--- config.mk ---
export PLATFORM = sky130hd
export DESIGN_NAME = board_store
export DESIGN_NICKNAME = d
export VERILOG_FILES = /design/src/rtl/board_store.sv
export SDC_FILE = /design/constraint.sdc
export NUM_CORES = 2
export LEC_CHECK = 0
export CAP_MARGIN = 10
export CORE_MARGIN = 2
export CORE_UTILIZATION = 55
export DETAILED_ROUTE_END_ITERATION = 10
export PLACE_DENSITY = 0.76
export SLEW_MARGIN = 40
export SYNTH_ARGS = -nofsm -noshare
export SYNTH_HDL_FRONTEND = slang
export SYNTH_SLANG_ARGS = --single-unit
--- constraint.sdc ---
create_clock -name clk_25_175 -period 7.25 [get_ports clk_25_175]
set_input_delay 0.725 -clock clk_25_175 [delete_from_list [all_inputs] [get_ports clk_25_175]]
set_output_delay 0.725 -clock clk_25_175 [all_outputs]
set_load 0.01 [all_outputs]
--- src/rtl/board_store.sv ---
// Tetris playfield store: one TYPE_W-bit block type per cell, two
// combinational read ports (video and game logic), single-cell writes,
// a one-cycle wipe and a sequential line-clear engine that removes full
// lines and lets everything above fall toward increasing h.
module board_store #(
  parameter int ROWS   = 11,
  parameter int COLS   = 22,
  parameter int TYPE_W = 3
) (
  input  logic              clk_25_175,
  input  logic              reset,
  input  logic [4:0]        vid_v,
  input  logic [4:0]        vid_h,
  output logic [TYPE_W-1:0] vid_type,
  input  logic [4:0]        g_v,
  input  logic [4:0]        g_h,
  output logic [TYPE_W-1:0] g_type,
  input  logic              wr_en,
  input  logic [4:0]        wr_v,
  input  logic [4:0]        wr_h,
  input  logic [TYPE_W-1:0] wr_type,
  input  logic              wipe,
  input  logic              start,
  output logic              busy,
  output logic              done,
  output logic [4:0]        lines_cleared
);

  localparam int VW = (ROWS > 1) ? $clog2(ROWS) : 1;
  localparam int HW = (COLS > 1) ? $clog2(COLS) : 1;
  localparam logic [4:0] ROW_LIM = 5'(ROWS);
  localparam logic [4:0] COL_LIM = 5'(COLS);
  localparam logic [4:0] LAST_H  = 5'(COLS - 1);

  typedef enum logic [1:0] {
    ST_IDLE,
    ST_SCAN,
    ST_SHIFT,
    ST_DONE
  } state_t;

  logic [TYPE_W-1:0] cells [COLS][ROWS];

  state_t          state;
  logic [4:0]      scan_h;
  logic [4:0]      shift_h;
  logic [4:0]      count;
  logic            col_full;
  logic            wr_ok;
  logic [HW-1:0]   sh_idx;
  logic [HW-1:0]   sh_prev;
  logic [HW-1:0]   scan_idx;

  assign wr_ok    = (wr_v < ROW_LIM) && (wr_h < COL_LIM);
  assign sh_idx   = shift_h[HW-1:0];
  assign sh_prev  = sh_idx - 1'b1;
  assign scan_idx = scan_h[HW-1:0];

  // Video read port: zero latency, out-of-range coordinates read as empty.
  always_comb begin
    vid_type = '0;
    if ((vid_v < ROW_LIM) && (vid_h < COL_LIM))
      vid_type = cells[vid_h[HW-1:0]][vid_v[VW-1:0]];
  end

  // Game-logic read port: same behaviour as the video port.
  always_comb begin
    g_type = '0;
    if ((g_v < ROW_LIM) && (g_h < COL_LIM))
      g_type = cells[g_h[HW-1:0]][g_v[VW-1:0]];
  end

  // A line is full when none of its cells is empty.
  always_comb begin
    col_full = 1'b1;
    for (int v = 0; v < ROWS; v++)
      if (cells[scan_idx][VW'(v)] == '0) col_full = 1'b0;
  end

  // Cell array and line-clear engine. A full line is removed by copying each
  // line from its lower-h neighbour, then the same h is rescanned because a
  // new line has just moved into it.
  always_ff @(posedge clk_25_175) begin
    if (!reset) begin
      for (int h = 0; h < COLS; h++)
        for (int v = 0; v < ROWS; v++)
          cells[HW'(h)][VW'(v)] <= '0;
      state         <= ST_IDLE;
      busy          <= 1'b0;
      done          <= 1'b0;
      lines_cleared <= '0;
      scan_h        <= '0;
      shift_h       <= '0;
      count         <= '0;
    end else begin
      done <= 1'b0;
      case (state)
        ST_IDLE: begin
          if (wipe) begin
            for (int h = 0; h < COLS; h++)
              for (int v = 0; v < ROWS; v++)
                cells[HW'(h)][VW'(v)] <= '0;
          end else if (wr_en && wr_ok) begin
            cells[wr_h[HW-1:0]][wr_v[VW-1:0]] <= wr_type;
          end
          if (start) begin
            busy   <= 1'b1;
            scan_h <= LAST_H;
            count  <= '0;
            state  <= ST_SCAN;
          end
        end
        ST_SCAN: begin
          if (col_full) begin
            shift_h <= scan_h;
            count   <= count + 5'd1;
            state   <= ST_SHIFT;
          end else if (scan_h == 5'd0) begin
            state <= ST_DONE;
          end else begin
            scan_h <= scan_h - 5'd1;
          end
        end
        ST_SHIFT: begin
          if (shift_h != 5'd0) begin
            for (int v = 0; v < ROWS; v++)
              cells[sh_idx][VW'(v)] <= cells[sh_prev][VW'(v)];
            shift_h <= shift_h - 5'd1;
          end else begin
            for (int v = 0; v < ROWS; v++)
              cells[HW'(0)][VW'(v)] <= '0;
            state <= ST_SCAN;
          end
        end
        ST_DONE: begin
          done          <= 1'b1;
          lines_cleared <= count;
          busy          <= 1'b0;
          state         <= ST_IDLE;
        end
        default: state <= ST_IDLE;
      endcase
    end
  end

endmodule

==> flow_summary.yaml <==
sta:
  worst_slew_pin_slew_ns: 0.966
  skew_ns: 0.0598
  rsz0062_at_grt: "no"
  fin_crit_ns: 6.17
  setup-violations-final: 0
  fin_tns_setup_ns: 0
  fin_crit_sh: 0.851
  fmax_mhz: 162
  hold_violations: 0
  hold_ws_ns: 0.460
  slew_viol_final: 0
  slew_headroom: 0.354
synth:
  synth-seq-cells: 1085
  synthTopCellsByArea: "edfxtp_1, mux4_2, nor3_1"
  syn_inst: 4414
  syn_area_um2: 64700
  synth_top_area_share: 0.490
  synthArstFlopShare: 0
  synth_ff_type: "edfxtp_1"
  ys_types: 79
  ys_top_cells_by_count: "edfxtp_1, mux4_2, nor3_1, nor2_1, clkbuf_1"
  yosysSeqAreaShare: 0.499
  yosysMostFrequentCell: "edfxtp_1"
  synth_largest_area_cell: "edfxtp_1"
  synth.avg_cell_area_um2: 14.7
  ys_warn_count: 0
  synth_edf_count: 1056
clock_network:
  cts-buffers-inserted: 112
  clock_sinks: 1085
  clock_path_buffers: 3
  clk_latency_ns: 0.75
  post_cts_buffers: 0
  htreeDepth: 3
  clock-root-buffer: "clkbuf_16"
  postCtsHoldBufs: 0
  cts_tree: "built"
  clk_pin_slew_ns: 0.06
  cts_resized: 0
worst_hold_path:
  hold_class: "register to register"
  worstHoldStart: "lines_cleared[2]"
  hold_end: "lines_cleared[2]"
  worstHoldPathCells: 2
setup_path:
  worstPathRequired_ns: 6.52
  crit_path_end_kind: "output pin"
  cp.arrival_ns: 5.44
  r2r_slack_ns: 2.13
  r2r_end: "cells[13][23]"
  critPathKind: "input port to output pin"
  critPathMaxFanout: 23
  ff2ff_path_depth: 13
  r2r-start: "sh_idx[0]"
  startpoint_type: "input port"
cells_and_area:
  syn_to_final_growth_pct: 9.07
  fillers: 8477
  drive_above_1_share: 0.288
  stdcell_count: 5952
  multi_input_area_um2: 30700
  seqCellArea_um2: 32300
  post-route-util: 0.606
  design_area_um2: 70500
  nNetsFinal: 4348
placement:
  io_buffers: 50
  place_inst: 5714
  dp_hpwl_um: 143000
  placed_area_um2: 66600
  gp_congestion: 0.978
die:
  dieWidth_um: 347
  start_util: 0.556
  dieArea_um2: 120000
  num_rows: 125
  design.core.area_um2: 116000
  ioPinCount: 51
  die_h_um: 347
route:
  firstDrtPassIters: 8
  avgRoutedWirePerCell_um: 36.0
  via_per_inst: 7.93
  drt_iter0_drc: 8620
  vias: 47200
  drcViolationCount: 0
  wl_um: 214000
  drtAntennaViolNets: 0
global_route:
  globalRouteTotalUtil: 0.356
  grt_start_max_net_pins: 103
  gr-total-overflow: 0
  grt_pass1_vias: 45700
  antenna_found_initial: 18
  grt_pass1_wl_um: 312000
power_and_ir_drop:
  p_int_mw: 11.7
  peakVddDrop_v: 0.000231
  netSwitchingFraction: 0.279
  comb_power_share: 0.167
  powerDensity_nw_per_um2: 230
  p_seq_frac: 0.462
  clockPowerShare: 0.371
  p_leak_nw: 22.1
  p_sw_mw: 4.54
run:
  max-cap-violations: 0
outcome:
  status: "finished clean"
==> power by group through the flow <==
stage	Clock [mW]	Combinational (mW)	Sequential [mW]
floorplan	0	1.74	7.47
global placement	0	2.55	7.59
global route	6.26	2.76	7.52
detailed placement	0	2.58	7.61
finish	6.02	2.72	7.50
CTS	6.02	2.60	7.48
==> state kept, by name, indices dropped and copies added, names as in the netlist, named ones only <==
register,cells
lines_cleared,5
done,1
busy,1
cells,1056
sh_idx,5
count,5
scan_h,5
state,2
==> worst max path at each step <==
stage                     slack (ns)     endpoint  startpoint
after floorplan                 1.70  cells[0][0]   sh_idx[0]
after global placement          0.94    g_type[1]      g_h[4]
after detailed placement        1.62    g_type[0]      g_h[0]
after CTS                       1.61    g_type[1]      g_h[4]
after global routing            1.29    g_type[1]      g_h[4]
final                           1.08    g_type[1]      g_h[4]
==> layout by cell type, fill, tap and decap left out, types with 12 or more instances in the layout <==
| cell type | count |
|---|---|
| o221ai_1 | 36 |
| inv_1 | 34 |
| or3_1 | 14 |
| or2_2 | 34 |
| nand3_1 | 22 |
| o21ai_0 | 164 |
| buf_4 | 93 |
| clkbuf_1 | 16 |
| a31o_2 | 24 |
| clkdlybuf4s50_1 | 42 |
| o22ai_1 | 25 |
| dfxtp_1 | 24 |
| a211oi_1 | 37 |
| or2_1 | 23 |
| conb_1 | 90 |
| nor4_1 | 79 |
| nor3_1 | 570 |
| buf_12 | 15 |
| clkbuf_16 | 112 |
| a21oi_1 | 69 |
| nand2_1 | 175 |
| diode_2 | 29 |
| nand2b_1 | 12 |
| clkinv_2 | 16 |
| nor2_1 | 370 |
| clkinv_1 | 22 |
| edfxtp_1 | 1056 |
| bufinv_16 | 16 |
| mux2i_1 | 100 |
| mux4_2 | 862 |
==> cell type report <==
class | count | area share
Antenna cell | 29 | 0.00103
Timing Repair Buffer | 167 | 0.0233
Clock inverter | 77 | 0.0128
Tap cell | 1524 | 0.0270
Clock buffer | 130 | 0.0410
Sequential cell | 1085 | 0.458
Inverter | 41 | 0.00218
Multi-Input combinational cell | 2899 | 0.435
==> worst max-delay path: stages <==
cell and delay, ns:
clkdlybuf4s50_1 1.10, nand2_2 0.79, o221ai_1 0.72, a22oi_1 0.13
o21ai_0 0.58, nand2_1 0.13, o311ai_1 0.32, a32o_1 0.37
clkdlybuf4s50_1 0.57
==> cells by family (layout without fill, tap and decap cells) <==
| kind of cell | Yosys count | in the layout | share of synthesized area |
|---|---|---|---|
| buffers and inverters | 519 | 415 | 0.0351 |
| XOR/XNOR | 2 | 2 | 0.000271 |
| AND/OR/NAND/NOR | 1357 | 1357 | 0.0994 |
| adder cells (fa/ha/maj) | 4 | 4 | 0.000774 |
| other | 1 | 119 | 0.0000580 |
| AO/OA/AOI/OAI | 475 | 475 | 0.0480 |
| flip-flops | 1085 | 1085 | 0.499 |
| multiplexers | 971 | 971 | 0.317 |
==> through the flow <==
step           power, mW  setup WS (ns)
2_1_floorplan       9.20           1.70
3_3_place_gp        10.1          0.938
3_5_place_dp        10.2           1.62
4_1_cts             16.1           1.61
5_1_grt             16.5           1.29
6_report            16.2           1.08
==> per-layer routing <==
layer	global-route usage	routed length (um)	vias to the layer above
met5	0	85	-
met4	0.223	16300	12
met3	0.122	34900	1009
met2	0.526	95600	4581
met1	0.455	67200	23500
li1	-	-	18100
(Power assumes the default switching activity.)
